File: src/rtl/plot_sink_pkg.sv
// plot_sink_pkg: screen geometry, framebuffer address width, FSM state
// encoding and the plot request record. This package is shared by the glyph
// drawers, plot_sink and the VGA adapter wrapper.
package plot_sink_pkg;

  localparam int unsigned SCREEN_W   = 160;
  localparam int unsigned SCREEN_H   = 120;
  localparam int unsigned COLOUR_W   = 3;
  localparam int unsigned FIFO_DEPTH = 4;
  localparam int unsigned ADDR_W     = 15;
  localparam int unsigned PIXELS     = SCREEN_W * SCREEN_H;

  localparam logic [7:0]        X_LIMIT   = 8'(SCREEN_W);
  localparam logic [6:0]        Y_LIMIT   = 7'(SCREEN_H);
  localparam logic [ADDR_W-1:0] LAST_ADDR = ADDR_W'(PIXELS - 1);

  typedef enum logic [1:0] {
    IDLE  = 2'd0,
    CLEAR = 2'd1
  } state_t;

  typedef struct packed {
    logic [7:0]          x;
    logic [6:0]          y;
    logic [COLOUR_W-1:0] colour;
  } plot_t;

  // y*160 + x as y*128 + y*32 + x, widened to ADDR_W before the shifts so
  // no high bits of y are lost.
  function automatic logic [ADDR_W-1:0] pix_addr(input logic [7:0] x,
                                                 input logic [6:0] y);
    logic [ADDR_W-1:0] yw;
    yw = ADDR_W'(y);
    return (yw << 7) + (yw << 5) + ADDR_W'(x);
  endfunction

endpackage

File: src/rtl/plot_sink_fifo.sv
// plot_fifo: synchronous FIFO that buffers plot requests.
// Ports: clk, rst (async, active high), push/din, pop/dout (dout shows the
// head entry), full, empty. A push while full or a pop while empty is ignored.
module plot_fifo #(
  parameter int unsigned WIDTH = 18,
  parameter int unsigned DEPTH = 4
) (
  input  logic             clk,
  input  logic             rst,
  input  logic             push,
  input  logic [WIDTH-1:0] din,
  input  logic             pop,
  output logic [WIDTH-1:0] dout,
  output logic             full,
  output logic             empty
);

  localparam int unsigned PW = $clog2(DEPTH);

  logic [WIDTH-1:0] mem [DEPTH];
  logic [PW-1:0]    wr_ptr;
  logic [PW-1:0]    rd_ptr;
  logic [PW:0]      count;
  logic             push_ok;
  logic             pop_ok;

  assign full    = (count == (PW+1)'(DEPTH));
  assign empty   = (count == '0);
  assign push_ok = push && !full;
  assign pop_ok  = pop && !empty;
  assign dout    = mem[rd_ptr];

  always_ff @(posedge clk) begin
    if (push_ok) mem[wr_ptr] <= din;
  end

  always_ff @(posedge clk or posedge rst) begin
    if (rst) begin
      wr_ptr <= '0;
      rd_ptr <= '0;
      count  <= '0;
    end else begin
      if (push_ok) wr_ptr <= wr_ptr + PW'(1);
      if (pop_ok)  rd_ptr <= rd_ptr + PW'(1);
      case ({push_ok, pop_ok})
        2'b10:   count <= count + (PW+1)'(1);
        2'b01:   count <= count - (PW+1)'(1);
        default: count <= count;
      endcase
    end
  end

endmodule

File: src/rtl/plot_sink.sv
// plot_sink: receiving end of the glyph-drawer pixel stream. It accepts
// (x,y,colour) plot requests over valid/ready, buffers them and writes them
// into the 160x120 framebuffer. It also runs a full-screen clear on request.
// Ports: clk, reset (async, active high); in_valid/in_ready/in_x/in_y/in_colour
// form the plot request stream; clear_req/clear_colour start a clear;
// mem_we/mem_ready/mem_addr/mem_data drive the framebuffer write port;
// clear_done pulses once after a clear; busy and oob_count report status.
module plot_sink
  import plot_sink_pkg::*;
(
  input  logic                clk,
  input  logic                reset,
  input  logic                in_valid,
  output logic                in_ready,
  input  logic [7:0]          in_x,
  input  logic [6:0]          in_y,
  input  logic [COLOUR_W-1:0] in_colour,
  input  logic                clear_req,
  input  logic [COLOUR_W-1:0] clear_colour,
  output logic                mem_we,
  input  logic                mem_ready,
  output logic [ADDR_W-1:0]   mem_addr,
  output logic [COLOUR_W-1:0] mem_data,
  output logic                clear_done,
  output logic                busy,
  output logic [7:0]          oob_count
);

  state_t              state;
  logic                clear_pending;
  logic [COLOUR_W-1:0] clear_colour_q;

  plot_t head;
  plot_t req;
  logic  fifo_full;
  logic  fifo_empty;
  logic  accept;
  logic  in_range;
  logic  slot_free;
  logic  pop;
  logic  go_clear;

  assign req       = '{x: in_x, y: in_y, colour: in_colour};
  assign in_ready  = !reset && !fifo_full && !clear_pending && (state == IDLE);
  assign accept    = in_valid && in_ready;
  assign in_range  = (in_x < X_LIMIT) && (in_y < Y_LIMIT);
  // The output register can take a new write if it is empty or if its
  // current write completes on this edge.
  assign slot_free = !mem_we || mem_ready;
  assign pop       = (state == IDLE) && !fifo_empty && slot_free;
  assign go_clear  = (state == IDLE) && clear_pending && fifo_empty && slot_free;
  assign busy      = (state != IDLE) || !fifo_empty || clear_pending;

  plot_fifo #(
    .WIDTH ($bits(plot_t)),
    .DEPTH (FIFO_DEPTH)
  ) u_fifo (
    .clk   (clk),
    .rst   (reset),
    .push  (accept && in_range),
    .din   (req),
    .pop   (pop),
    .dout  (head),
    .full  (fifo_full),
    .empty (fifo_empty)
  );

  always_ff @(posedge clk or posedge reset) begin
    if (reset) begin
      state          <= IDLE;
      clear_pending  <= 1'b0;
      clear_colour_q <= '0;
      mem_we         <= 1'b0;
      mem_addr       <= '0;
      mem_data       <= '0;
      clear_done     <= 1'b0;
      oob_count      <= '0;
    end else begin
      clear_done <= 1'b0;

      if (accept && !in_range && (oob_count != 8'hFF))
        oob_count <= oob_count + 8'd1;

      if (clear_req && (state != CLEAR)) begin
        clear_pending  <= 1'b1;
        clear_colour_q <= clear_colour;
      end

      case (state)
        IDLE: begin
          if (pop) begin
            mem_we   <= 1'b1;
            mem_addr <= pix_addr(head.x, head.y);
            mem_data <= head.colour;
          end else if (go_clear) begin
            state    <= CLEAR;
            mem_we   <= 1'b1;
            mem_addr <= '0;
            mem_data <= clear_colour_q;
          end else if (mem_ready) begin
            mem_we <= 1'b0;
          end
        end
        CLEAR: begin
          // mem_addr doubles as the sweep counter; it advances only on a
          // completed write.
          if (mem_ready) begin
            if (mem_addr == LAST_ADDR) begin
              mem_we        <= 1'b0;
              clear_done    <= 1'b1;
              clear_pending <= 1'b0;
              state         <= IDLE;
            end else begin
              mem_addr <= mem_addr + ADDR_W'(1);
            end
          end
        end
        default: state <= IDLE;
      endcase
    end
  end

endmodule

File: config.mk
export PLATFORM = sky130hd
export DESIGN_NAME = plot_sink
export DESIGN_NICKNAME = d
export VERILOG_FILES = /design/src/rtl/plot_sink_pkg.sv /design/src/rtl/plot_sink_fifo.sv /design/src/rtl/plot_sink.sv
export SDC_FILE = /design/constraint.sdc
export NUM_CORES = 1
export LEC_CHECK = 0
export ABC_CLOCK_PERIOD_IN_PS = 5100
export BUFFER_PORTS_ARGS = -buffer_cell sky130_fd_sc_hd__buf_2
export CAP_MARGIN = 20
export CORE_AREA = 4 4 108 110
export CTS_BUF_LIST = sky130_fd_sc_hd__clkbuf_8
export CTS_CLUSTER_SIZE = 8
export DETAILED_ROUTE_END_ITERATION = 10
export DIE_AREA = 0 0 112 114
export PLACE_DENSITY = 0.76
export SLEW_MARGIN = 20
export SYNTH_ARGS = -nofsm -noshare
export SYNTH_HDL_FRONTEND = slang
export SYNTH_HIERARCHICAL = 1
export SYNTH_SLANG_ARGS = --single-unit
File: constraint.sdc
create_clock -name clk -period 5.1 [get_ports clk]
set_input_delay 0.765 -clock clk [delete_from_list [all_inputs] [get_ports clk]]
set_output_delay 0.765 -clock clk [all_outputs]
set_load 0.02 [all_outputs]
After elaboration in Yosys (flattened, before gate mapping)
Memory sizes are Yosys's and may differ from the RTL's.
Index checks and enable logic that the tools add are counted.
{"block": "word_totals", "elab_cells": 99, "inputBits": 26, "register_bits": 41, "ramBits": 72, "n_memories": 1, "out_inout_bits": 30}
{"memory": "u_fifo.mem", "depth": 4, "word_bits": 18, "rd": 1, "rd_clocked_by_memory_dff": 0, "wr": 1, "line": "plot_sink_fifo.sv:20", "rtl": "logic [WIDTH-1:0] mem [DEPTH];"}
{"block": "op_classes", "mux": 28, "magnitude_cmp": 2, "add_sub_neg": 8, "eq_ne": 14, "n_reduce_logical": 35}
{"op": "two-way mux 15 bit", "n": 4}
{"op": "one-hot mux 15 bit (2 select lines)", "n": 1}
{"op": "logical AND 1 bit", "n": 16}
{"op": "adder 14 x 12 -> 15 bit", "n": 1}
{"op": "adder 15 x 1 -> 15 bit, second input constant", "n": 1}
{"op": "adder 15 x 8 -> 15 bit", "n": 1}
{"op": "== test 15 bit, second input constant", "n": 1}
{"op": "two-way mux 1 bit", "n": 14}
{"op": "AND reduction 4 bit", "n": 3}
{"op": "inequality test 2 bit, second input constant", "n": 5}
{"op": "adder 8 x 1 -> 8 bit, second input constant", "n": 1}
{"op": "< comparator 8 bit, second input constant", "n": 1}
{"op": "two-way mux 2 bit", "n": 4}
{"op": "inequality test 8 bit, second input constant", "n": 1}
{"op": "nonzero test 2 bit", "n": 4}
{"op": "< comparator 7 bit, second input constant", "n": 1}
{"op": "logical NOT 1 bit", "n": 6}
{"op": "two-way mux 3 bit", "n": 2}
{"op": "one-hot mux 3 bit (2 select lines)", "n": 1}
{"op": "adder 2 x 1 -> 2 bit, second input constant", "n": 2}
{"op": "== test 2 x 1 -> 1 bit, second input constant", "n": 2}
{"op": "inequality test 4 x 3 -> 1 bit, second input constant", "n": 1}
{"op": "one-hot mux 2 bit (2 select lines)", "n": 1}
{"op": "adder 3 x 1 -> 3 bit, second input constant", "n": 1}
{"op": "other kinds (10)", "n": 12}

Depth between registers and ports, before layout
{"block": "depth", "depth_word": 10, "depth_mapped": 12, "ltp_nobuf": 12}

Hierarchy
Netlist, hierarchy kept.
{"mod": "plot_fifo", "area_each_um2": 3041.7, "seq_area_each_um2": 2337.2, "cells_each": 132, "n_inst": 1}
{"mod": "plot_sink", "area_each_um2": 2242.2, "seq_area_each_um2": 825.8, "cells_each": 245, "n_inst": 1}

Worst setup path before layout
Ideal clock, no wire load.
{"block": "synth_path", "kind": "register to register", "startpoint": "register u_fifo.rd_ptr[0]", "endpoint": "register mem_addr[12]", "setup_time_ps": 126, "synth_period_minus_slack_ps": 3000, "required_time_ps": 4974, "path_buffers": 1, "arrival_time_ps": 2874, "path_stages_with_launch": 11, "setup_slack_ps": 2100, "cell_sequence": "dfrtp_1 -> buf_4 -> mux4_2 -> inv_1 -> fa_1 -> fa_1 -> nor2b_1 -> o211ai_1 -> a21oi_1 -> xor2_1 -> a221o_1"}
{"item": "start: declaration", "line": "plot_sink_fifo.sv:22", "rtl": "logic [PW-1:0] rd_ptr;"}
{"item": "start signal: assignment", "line": "plot_sink_fifo.sv:44", "rtl": "if (pop_ok) rd_ptr <= rd_ptr + PW'(1);"}
{"item": "end signal: assignment", "line": "plot_sink.sv:93", "rtl": "mem_addr <= pix_addr(head.x, head.y);"}
{"item": "end signal: assignment", "line": "plot_sink.sv:114", "rtl": "mem_addr <= mem_addr + ADDR_W'(1);"}
{"item": "end: declaration", "line": "plot_sink.sv:22", "rtl": "output logic [ADDR_W-1:0] mem_addr,"}

==> run_results.csv <==
group,metric,value,unit
yosys,ys_ff_latch,112,
cells_and_area,fin_util,54.9,%
yosys,ys_seq_area_share,59.9,%
power,cellInternalPower,1.28,mW
timing,post-route-min-period,3420,ps
timing,finalClockSkew,13.1,ps
timing,hold_viol_final,0,
timing,layout_setup_ws,1680,ps
detailed_routing,antenna_left,0,
clock_tree,htreeDepth,3,
clock_tree,cts_setup_buffers,0,
clock_tree,clockBufferDepth,2,
placement,io_buffer_count,55,
setup_path,path_common_cell,"fa_1",
yosys,synthCells,377,
timing,rsz0062_at_grt,"no",
min_path,hold_class,"in -> async",
detailed_routing,dr.pass1.iters,4,
placement,place_ws,1650,ps
power,seq_power_share,59.3,%
cells_and_area,antenna_cells,0,
detailed_routing,viasPerCell,5.66,
timing,drv_slew,0,
run,maxCapViolCount,0,
floorplan,core_area,10700,um^2
clock_tree,cts-root-buf,"clkbuf_8",
detailed_routing,wl_met3,581,um
power,p_leak,2.29,nW
grt,antenna_found_initial,0,
power,peakVddDrop,0.000181,V
grt,track_usage,17.5,%
clock_tree,cts_tree,"done",
grt,first_global_vias,3470,
yosys,ys_top_cells_by_area,"edfxtp_1, dfrtp_1, mux4_2",
floorplan,die-area,12800,um^2
yosys,ys_types,61,
yosys,async_reset_ff_share,35.7,%
timing,post-route-period-util,67.1,%
timing,finalSetupTns,0,ps
detailed_routing,dr_total_vias,3288,
setup_path,critical_path_class,"reg -> reg",
setup_path,cp_top_family,"adder cells",
setup_path,worstPathCellList,"mux4_2 -> inv_1 -> fa_1 -> fa_1 -> nor2b_1 -> o211ai_1 -> a21oi_1 -> xor2_1 -> a221o_1",
grt,grt_max_degree,28,
setup_path,max_stage_delay,730,ps
status,outcome,"finished, final reports clean",
clock_tree,cts-buffers-inserted,9,
placement,place_congestion,0.849,
power,combPwrFrac,13.1,%
clock_tree,cts.sinks,112,
yosys,syn_area,5280,um^2
grt,grt-ovfl-total,0,
detailed_routing,top_layer_used,"met4",
clock_tree,clk_latency,370,ps
setup_path,crit_buf_inv,1,
setup_path,crit_required,5350,ps
clock_tree,cts_hold_buf,0,
power,netSwitchingPower,0.515,mW
cells_and_area,drive_gt1_share,27.2,%
clock_tree,path_clk_slew,110,ps
setup_path,cp.arrival,3680,ps
detailed_routing,wl,10400,um
floorplan,die_w,112,um
detailed_routing,drt_iter0_drc,214,
power,power.density,305,nW/um^2
cells_and_area,area_growth,11.2,%
setup_path,path_max_fanout,10,
floorplan,num_rows,38,
grt,grt_pass1_wl,17500,um
setup_path,slowest_stage,"dfrtp_1",
yosys,synth_edf_count,72,
timing,slew_headroom,52.7,%
timing,fmax,292,MHz
clock_tree,cts.repair.resized,0,
power,swShare,28.8,%
floorplan,die_y,114,um
yosys,synth_nets,426,
yosys,syn_avg_cell_area,14.0,um^2
setup_path,crit_path_end_kind,"flip-flop",
placement,hpwl,7420,um
floorplan,io_pins,56,
timing,finalSetupViolCount,0,
cells_and_area,nNetsFinal,485,
setup_path,start_kind,"flip-flop",
power,p_clk_share,27.5,%
timing,worst_pin_slew,709,ps
floorplan,initial_core_util,49.4,%
yosys,synthFlopType,"edfxtp_1",
detailed_routing,route.met2.wl,4830,um
detailed_routing,wl_met1,4860,um
detailed_routing,drc,0,
yosys,synth_top_cell_by_area,"edfxtp_1",
detailed_routing,wl_per_cell,17.9,um
yosys,ys_warn_count,6,
yosys,synth_top_area_share,40.9,%
path summary, 6_finish.rpt:
kind	start	to	slack, ps	cells past startpoint
setup reg to reg	u_fifo/rd_ptr[0]	mem_addr[12]	1680	9
setup / recovery	u_fifo/rd_ptr[0]	mem_addr[12]	1680	9
hold reg to reg	oob_count[7]	oob_count[7]	510	1
hold / removal	reset	mem_data[0]	320	2
min in group clk	oob_count[7]	oob_count[7]	510	1
max in group asynchronous	reset	mem_addr[14]	4130	3
synthesized netlist by cell type, drive strengths merged, types with 4 or more instances:
cell     n
mux4    18
mux2     6
a21oi   17
nand2b   6
dfrtp   40
inv     24
nor3     9
and2     4
o21ai   14
or2      4
edfxtp  72
nor2    17
nand2   24
ha      20
xnor2   10
nor2b    6
xor2     5
a221o    6
and3     4
nand4    7
nand3    7
buf      7
mux2i    6
layout make-up:
cell class                      count  area, um^2
Tap cell                          140         175
Clock inverter                      7        55.1
Inverter                           24        90.1
Clock buffer                        9         124
Fill cell                         894        4820
Multi-Input combinational cell    231        1970
Sequential cell                   112        3160
Timing Repair Buffer               58         298
state kept, by name (all words and copies together) (netlist names), 2 cells and up:
name            flops
mem_data            3
u_fifo/mem         72
u_fifo/rd_ptr       2
u_fifo/wr_ptr       2
clear_colour_q      3
oob_count           8
u_fifo/count        3
mem_addr           15
power by group through the flow:
| stage | Combinational, mW | Sequential (mW) | Clock, mW |
|---|---|---|---|
| 2_1_floorplan | 0.114 | 1.10 | 0 |
| 3_3_place_gp | 0.228 | 1.08 | 0 |
| 3_5_place_dp | 0.235 | 1.08 | 0 |
| 4_1_cts | 0.236 | 1.06 | 0.504 |
| 5_1_grt | 0.262 | 1.07 | 0.547 |
| 6_report | 0.235 | 1.06 | 0.493 |
placed cells by master, fill, tap and decap left out, drive strengths merged, types with 4 or more instances in the layout:
cell     n
a21oi   17
a221o    6
and2     4
and3     4
buf     58
clkbuf   9
dfrtp   40
edfxtp  72
ha      20
inv     27
mux2     6
mux2i    6
mux4    18
nand2   24
nand2b   6
nand3    7
nand4    7
nor2    17
nor2b    6
nor3     9
o21ai   14
or2      4
xnor2   10
xor2     5
per-layer routing:
metal,track usage (%),up-vias
li1,-,1540
met1,23.8,1647
met2,27.5,91
met3,4.35,10
met4,6.25,0
met5,0,-
per-stage QoR:
stage	area, um^2	power [mW]	std cells	hold WS (ps)
after floorplan	5280	1.22	377	480
after global placement	5700	1.31	565	473
after detailed placement	5700	1.32	565	497
after CTS	5880	1.80	581	309
after global routing	5880	1.88	581	308
final	5880	1.79	581	322
cell families after synthesis:
family          synth area share (%)
compound gates                  8.05
mux                             10.2
xor+xnor                        2.49
flops                           59.9
fa+ha+maj                       5.87
simple gates                    10.8
buf+inv                         2.82
Note: power is estimated with default switching activity, not from simulation.
